## config.mk

```make
export PLATFORM = sky130hd
export DESIGN_NAME = btb_predictor
export DESIGN_NICKNAME = d
export VERILOG_FILES = /design/src/rtl/cpu_pkg.sv /design/src/rtl/sat_cnt2.sv /design/src/rtl/btb_predictor.sv
export SDC_FILE = /design/constraint.sdc
export NUM_CORES = 1
export LEC_CHECK = 0
export BUFFER_PORTS_ARGS = -buffer_cell sky130_fd_sc_hd__buf_2
export CORE_ASPECT_RATIO = 1.5
export CORE_MARGIN = 2
export CORE_UTILIZATION = 63
export DETAILED_ROUTE_END_ITERATION = 12
export MAX_ROUTING_LAYER = met4
export PLACE_DENSITY = 0.8
export SLEW_MARGIN = 20
export SYNTH_ARGS = -nofsm -noshare
export SYNTH_HDL_FRONTEND = slang
export SYNTH_SLANG_ARGS = --single-unit
```

## constraint.sdc

```tcl
create_clock -name clk -period 7.3 [get_ports clk]
set_input_delay 1.825 -clock clk [delete_from_list [all_inputs] [get_ports clk]]
set_output_delay 1.825 -clock clk [all_outputs]
set_load 0.02 [all_outputs]
```

## src/rtl/cpu_pkg.sv

```systemverilog
// Shared core constants: data width, BTB geometry and 2-bit direction counter encodings.
package cpu_pkg;

  localparam int unsigned XLEN        = 32;
  localparam int unsigned BTB_ENTRIES = 16;
  localparam int unsigned BTB_IDX_W   = 4;

  localparam logic [1:0] CNT_SNT = 2'b00;
  localparam logic [1:0] CNT_WNT = 2'b01;
  localparam logic [1:0] CNT_WT  = 2'b10;
  localparam logic [1:0] CNT_ST  = 2'b11;

endpackage

```

## src/rtl/sat_cnt2.sv

```systemverilog
// Combinational next-state of a 2-bit saturating up/down direction counter.
module sat_cnt2
  import cpu_pkg::*;
(
  input  logic [1:0] cnt,
  input  logic       up,
  output logic [1:0] cnt_next
);

  always_comb begin
    cnt_next = cnt;
    if (up) begin
      if (cnt != CNT_ST) cnt_next = cnt + 2'b01;
    end else begin
      if (cnt != CNT_SNT) cnt_next = cnt - 2'b01;
    end
  end

endmodule

```

## src/rtl/btb_predictor.sv

```systemverilog
// Direct-mapped flop-based BTB: zero-latency lookup for IF, registered training from EX.
module btb_predictor
  import cpu_pkg::*;
#(
  parameter int unsigned ENTRIES = BTB_ENTRIES,
  parameter int unsigned IDX_W   = BTB_IDX_W,
  parameter int unsigned TAG_W   = 30 - BTB_IDX_W
) (
  input  logic            clk,
  input  logic            rst_n,
  input  logic [XLEN-1:0] if_pc,
  output logic [XLEN-1:0] pc_pre,
  output logic            btb_en,
  output logic            btb_hit,
  output logic [1:0]      btb_cnt,
  input  logic            upd_valid,
  input  logic [XLEN-1:0] upd_pc,
  input  logic            upd_taken,
  input  logic [XLEN-1:0] upd_target,
  input  logic            btb_clr
);

  logic            valid_q [ENTRIES];
  logic [TAG_W-1:0] tag_q  [ENTRIES];
  logic [XLEN-1:0] tgt_q   [ENTRIES];
  logic [1:0]      cnt_q   [ENTRIES];

  logic [IDX_W-1:0] if_idx, upd_idx;
  logic [TAG_W-1:0] if_tag, upd_tag;
  logic             hit, uhit;
  logic [1:0]       cnt_next;

  // Byte offset within a 32-bit instruction word never selects an entry.
  logic unused_pc_lsb;
  assign unused_pc_lsb = ^{if_pc[1:0], upd_pc[1:0]};

  assign if_idx  = if_pc[IDX_W+1:2];
  assign if_tag  = if_pc[XLEN-1:IDX_W+2];
  assign upd_idx = upd_pc[IDX_W+1:2];
  assign upd_tag = upd_pc[XLEN-1:IDX_W+2];

  always_comb begin
    hit     = valid_q[if_idx] && (tag_q[if_idx] == if_tag);
    pc_pre  = hit ? tgt_q[if_idx] : '0;
    btb_cnt = hit ? cnt_q[if_idx] : 2'b00;
    btb_en  = hit && cnt_q[if_idx][1];
    btb_hit = hit;
  end

  assign uhit = valid_q[upd_idx] && (tag_q[upd_idx] == upd_tag);

  sat_cnt2 u_sat_cnt2 (
    .cnt      (cnt_q[upd_idx]),
    .up       (upd_taken),
    .cnt_next (cnt_next)
  );

  always_ff @(posedge clk or negedge rst_n) begin
    if (!rst_n) begin
      for (int i = 0; i < ENTRIES; i++) begin
        valid_q[i] <= 1'b0;
        tag_q[i]   <= '0;
        tgt_q[i]   <= '0;
        cnt_q[i]   <= CNT_WNT;
      end
    end else if (btb_clr) begin
      // Flush drops any coincident update; counters and targets are kept.
      for (int i = 0; i < ENTRIES; i++) begin
        valid_q[i] <= 1'b0;
      end
    end else if (upd_valid) begin
      if (uhit) begin
        cnt_q[upd_idx] <= cnt_next;
        if (upd_taken) tgt_q[upd_idx] <= upd_target;
      end else if (upd_taken) begin
        valid_q[upd_idx] <= 1'b1;
        tag_q[upd_idx]   <= upd_tag;
        tgt_q[upd_idx]   <= upd_target;
        cnt_q[upd_idx]   <= CNT_WT;
      end
    end
  end

endmodule

```

After elaboration in Yosys (flattened, before gate mapping)
Index checks and enable logic that the tools add are counted.

storage, ports and cells
  bits in latches = 0
  memory bits (writable) = 0
  memories kept = 0
  output and inout port bits = 36
  logic and storage cells = 136
  input port bits = 101
  ROM bits = 0
  register bits after elaboration = 976

operators by class
  add/subtract/negate cells = 2
  reductions and logical operators = 12
  shift operators = 0
  bitwise gates (word level) = 8
  multipliers = 0
  mux-type cells = 43
  equality and inequality tests = 4
  div/mod/pow operators = 0
  $lt $le $gt $ge = 3

operators by type and width
  kind                count
  $bwmux 512          1
  $bwmux 416          1
  $bmux 26 s4         2
  $mux 32             6
  $mux 26             5
  $bmux 32 s4         1
  $demux 32 s4        1
  $demux 26 s4        1
  $mux 16             4
  $eq 26x26->1        2
  $bwmux 32           1
  $or 16x16->16       2
  $mux 2              9
  $and 16x16->16      1
  $bmux 2 s4          2
  $not 16->16         1
  $ge 5x5->1 const B  2
  $not 4->5           2
  $reduce_and 3->1    3
  $bmux 1 s4          2
  $demux 2 s4         1
  $reduce_bool 2->1   4
  $lt 5x1->1 const B  1
  $mux 1              5
  7 further kinds     12

Depth between registers and ports, before layout
  word-level depth = 10
  mapped depth = 14
  gate-level depth less buffers = 9

Cells and area by module
Synthesis repeated with hierarchy kept, for this count alone.

second synthesis, totals
  cells, all modules = 3113
  area total of the unflattened synthesis = 49102.1 um^2

modules (own cells, without submodules)
  module         area each (um^2)  cells each  instances  seq. area each (um^2)
  btb_predictor  49075.8           3110        1          24443.4
  sat_cnt2       26.3              3           1          0.0

Worst setup path before layout
OpenSTA, ideal clock, no wires.

  kind = input-to-output
  start point = input if_pc[2]
  end point = output btb_cnt[1]
  stages = 10
  data required time = 5.475 ns
  path buffers = 7
  arrival time = 5.253 ns
  path slack = 0.222 ns
  cells stage by stage = clkbuf_1 -> buf_2 -> buf_2 -> clkbuf_1 -> clkbuf_1 -> buf_2 -> mux4_2 -> mux4_2 -> and3_1 -> buf_4

between the ends
  cells in the longest elaborated chain, start to end = 7
  elaborated cells between the ends (all ways) = 13
  classes of those cells = eq/ne: 1; mux: 10; bitwise: 1; reduce/logical: 1

RTL lines
  element                                      RTL line                                  RTL
  start, declared                              btb_predictor.sv:11                       input logic [XLEN-1:0] if_pc,
  $not 4->5 (not written as such) *            btb_predictor.sv:43, btb_predictor.sv:45
  $bmux 26 s4                                  btb_predictor.sv:43                       hit = valid_q[if_idx] && (tag_q[if_idx] == if_tag);
  $mux 26 (not written as such) (2 in series)  btb_predictor.sv:43
  $eq 26x26->1                                 btb_predictor.sv:43
  $logic_and 1x1->1                            btb_predictor.sv:43
  $mux 2 *                                     btb_predictor.sv:45                       btb_cnt = hit ? cnt_q[if_idx] : 2'b00;
  end, declared                                btb_predictor.sv:15                       output logic [1:0] btb_cnt,

Every way passes the cells marked *; elsewhere a longest branch is shown, timed or not. The select of a mux whose other input is x is not followed.

Worst setup path in the final report
  start point = input if_pc[2]
  end point = output btb_en

between the ends
  cells in the longest elaborated chain, start to end = 7
  elaborated cells between the ends (all ways) = 13
  classes of those cells = eq/ne: 1; mux: 9; bitwise: 1; reduce/logical: 2

RTL lines
  element                                      RTL line                                  RTL
  $not 4->5 (not written as such) *            btb_predictor.sv:43, btb_predictor.sv:46
  $bmux 26 s4                                  btb_predictor.sv:43
  $mux 26 (not written as such) (2 in series)  btb_predictor.sv:43
  $eq 26x26->1                                 btb_predictor.sv:43
  $logic_and 1x1->1                            btb_predictor.sv:43
  $logic_and 1x1->1 *                          btb_predictor.sv:46                       btb_en = hit && cnt_q[if_idx][1];
  end, declared                                btb_predictor.sv:13                       output logic btb_en,

Marked as above.

==> results.sh <==
export IMPL_via_per_inst=6.92
export IMPL_dieArea_um2=79500
export IMPL_grt_pass1_vias=32415
export IMPL_cts_tree="done"
export IMPL_max_freq_ghz=0.141
export IMPL_route_met3_wl_um=7850
export IMPL_crit_path_max_incr_delay_ns=0.54
export IMPL_synth_edf_count=0
export IMPL_ys_seq_area_frac=0.502
export IMPL_netlist_cell_type_count=61
export IMPL_syn_area_per_cell_um2=15.7
export IMPL_cp_end_kind="output port"
export IMPL_maxCapViolations=0
export IMPL_cts_buffer_depth=3
export IMPL_drtPass1Iterations=5
export IMPL_path_max_fanout=34
export IMPL_min_period_over_period=0.972
export IMPL_critPathArrivalTime_ns=5.27
export IMPL_rsz0062_at_grt="false"
export IMPL_netlist_area_leader_share=0.494
export IMPL_leakagePower_nw=24.6
export IMPL_cts_root_buf="clkbuf_16"
export IMPL_grt_use_total=0.346
export IMPL_hold_class="register to register"
export IMPL_yosysTopAreaCell="dfrtp_1"
export IMPL_pin_count=137
export IMPL_placed_area_um2=50600
export IMPL_vdd_drop_max_mv=0.235
export IMPL_relSlewSlack=0.280
export IMPL_fin_crit_ns=7.10
export IMPL_hold_buffers=0
export IMPL_final_nets=3246
export IMPL_critPathSlowestCell="mux4_2"
export IMPL_wire_per_inst_um=30.5
export IMPL_clock_latency_ns=0.67
export IMPL_grt_pass1_wl_um=198000
export IMPL_finClkSkew_ns=0.0306
export IMPL_start_util=0.637
export IMPL_antenna_found_initial=9
export IMPL_grt_overflow=0
export IMPL_vias=29333
export IMPL_drtIter0Drc=2623
export IMPL_grt_max_degree=189
export IMPL_final_max_slew_violation_count=0
export IMPL_areaGrowthSynthToFinish_pct=10.7
export IMPL_worstPathCellList="buf_8 > buf_12 > mux4_2 > mux4_2 > xnor2_1 > nand4_1 > nor4_2 > buf_4 > buf_12 > and3_1 > buf_2"
export IMPL_run_status="complete, no violations"
export IMPL_place_inst=4058
export IMPL_yosysWarningCount=0
export IMPL_critPathRequiredTime_ns=5.48
export IMPL_path_clk_slew_ns=0.07
export IMPL_synth_async_reset_ratio=1.00
export IMPL_synthTopCellsByArea="dfrtp_1, mux2_2, mux4_2"
export IMPL_drc=0
export IMPL_final_area_um2=53900
export IMPL_path_class="input port to output port"
export IMPL_ys_seq_elements=976
export IMPL_hpwlAfterDp_um=78200
export IMPL_numCtsBuffers=92
export IMPL_placeableCoreArea_um2=76300
export IMPL_cts_sinks=976
export IMPL_synthCells=3104
export IMPL_top_layer_used="met4"
export IMPL_met2_length_um=66000
export IMPL_critPathLaunchType="input port"
export IMPL_die_width_um=231
export IMPL_ant_nets=0
export IMPL_synthFlopType="dfrtp_1"
export IMPL_portBuffers=132
export IMPL_synth_fp_nets=3205
export IMPL_globalplace_congestion=0.903
export IMPL_h_tree_depth=3
export IMPL_tightest_slew_ns=1.08
export IMPL_setup_violations=0
export IMPL_setup_tns_ns=0
export IMPL_dieHeight_um=344
export IMPL_num_rows=124
export IMPL_drt_wl_total_um=129000
export IMPL_wl_met1_um=47100
export IMPL_p_per_area_nw_per_um2=255
export IMPL_fin_hold_ws_ns=0.490
export IMPL_final_hold_viol_count=0
export IMPL_instances_no_fill=4240
export IMPL_syn_cell_area_um2=48600
export IMPL_drive_gt1_frac=0.536
-- layout by cell type, fill, tap and decap left out, types with 10 or more instances in the layout --
cell type  instances
xor2_1            14
o2bb2ai_1         16
clkbuf_1          14
nor2_1            29
mux2i_1           78
nand3_1           10
nand4_1           12
dfrtp_1          960
buf_4             76
nor3_1            12
mux2_1            59
a22oi_1           14
clkbuf_16         94
clkbuf_8          27
mux2_2           892
buf_12            29
mux4_2           388
clkinv_2          18
xnor2_1           43
nand2_1           38
and3_1            38
buf_2            124
a21o_1            19
nor2_4            15
a21oi_1           40
diode_2           14
o21ai_0           14
inv_1             19
dfstp_2           16
-- state kept, by name, indices dropped and copies added, names as in the netlist --
signal	cells
tag_q	416
tgt_q	512
valid_q	16
cnt_q	32
-- Yosys cell counts (16+ instances only) --
library cell / number
dfrtp_1: 960
mux2_2: 892
mux4_2: 388
clkbuf_1: 174
mux2i_1: 78
mux2_1: 59
buf_2: 52
nand2_1: 47
xnor2_1: 44
a21oi_1: 40
and3_1: 38
buf_1: 35
nor2_1: 34
a21o_1: 19
buf_4: 19
inv_1: 19
dfstp_2: 16
o2bb2ai_1: 16
-- worst paths after layout --
check	startpoint	to	slack, ns	cells after the start
setup / recovery	if_pc[2]	btb_en	0.20	11
hold / removal	cnt_q[4]	cnt_q[4]	0.49	1
setup reg to reg	tag_q[110]	tag_q[124]	3.03	11
hold reg to reg	cnt_q[4]	cnt_q[4]	0.49	1
max in group asynchronous	rst_n	tgt_q[280]	4.39	2
min in group asynchronous	rst_n	tag_q[404]	1.25	1
-- report_power, final --
group / total [W] / leakage [nW] / internal (W) / switching (W)
Combinational: 0.00211 / 10.1 / 0.00121 / 0.000894
Clock: 0.00504 / 1.58 / 0.00291 / 0.00212
Sequential: 0.00657 / 12.9 / 0.00611 / 0.000455
-- what timing repair did --
action / 4_1_cts / 5_1_grt
setup endpoints to repair: 0 / 36
setup buffers: 0 / 0
gates resized for setup: 0 / 1
-- critical path, delay by kind of cell --
| kind | cells | cell delay [ns] |
|---|---|---|
| xor+xnor | 1 | 0.46 |
| mux | 2 | 1.04 |
| buf+inv | 5 | 1.02 |
| simple gates | 3 | 0.83 |
-- logic make-up (layout without fill, tap and decap cells) --
logic type               count (synthesis)  count (layout)  synth area share
adder cells (fa/ha/maj)                  1               1          0.000206
buffers and inverters                  309             423            0.0279
AND/OR/NAND/NOR                        201             201            0.0231
AO/OA/AOI/OAI                          142             142            0.0200
multiplexers                          1417            1417             0.416
XOR/XNOR                                58              58            0.0104
other                                    0              14                 0
flip-flops                             976             976             0.502
-- per-stage QoR --
stage / setup slack, ns / total power, W / utilization
after global placement: -0.00626 / 0.00855 / 0.663
after CTS: 0.00215 / 0.0138 / 0.704
after detailed placement: -0.00584 / 0.00874 / 0.663
after floorplan: 0.222 / 0.00802 / -
final: 0.202 / 0.0137 / 0.705
after global routing: 0.0749 / 0.0142 / 0.705
-- per-layer routing --
layer  global-route usage  vias up
met2                0.567     1275
met5                    -        -
li1                     -    11893
met4                0.205        0
met3               0.0480      409
met1                0.412    15756
-- cell type report --
type | count | area, µm²
sequential | 976 | 24400
timing repair buffer | 236 | 1880
inverter | 20 | 75.1
fill | 4885 | 22500
tap | 1008 | 1260
clock inverter | 33 | 409
antenna | 14 | 35.0
clock buffer | 134 | 2760
multi-input combinational | 1819 | 23000
Note: power is estimated with default switching activity, not from simulation.
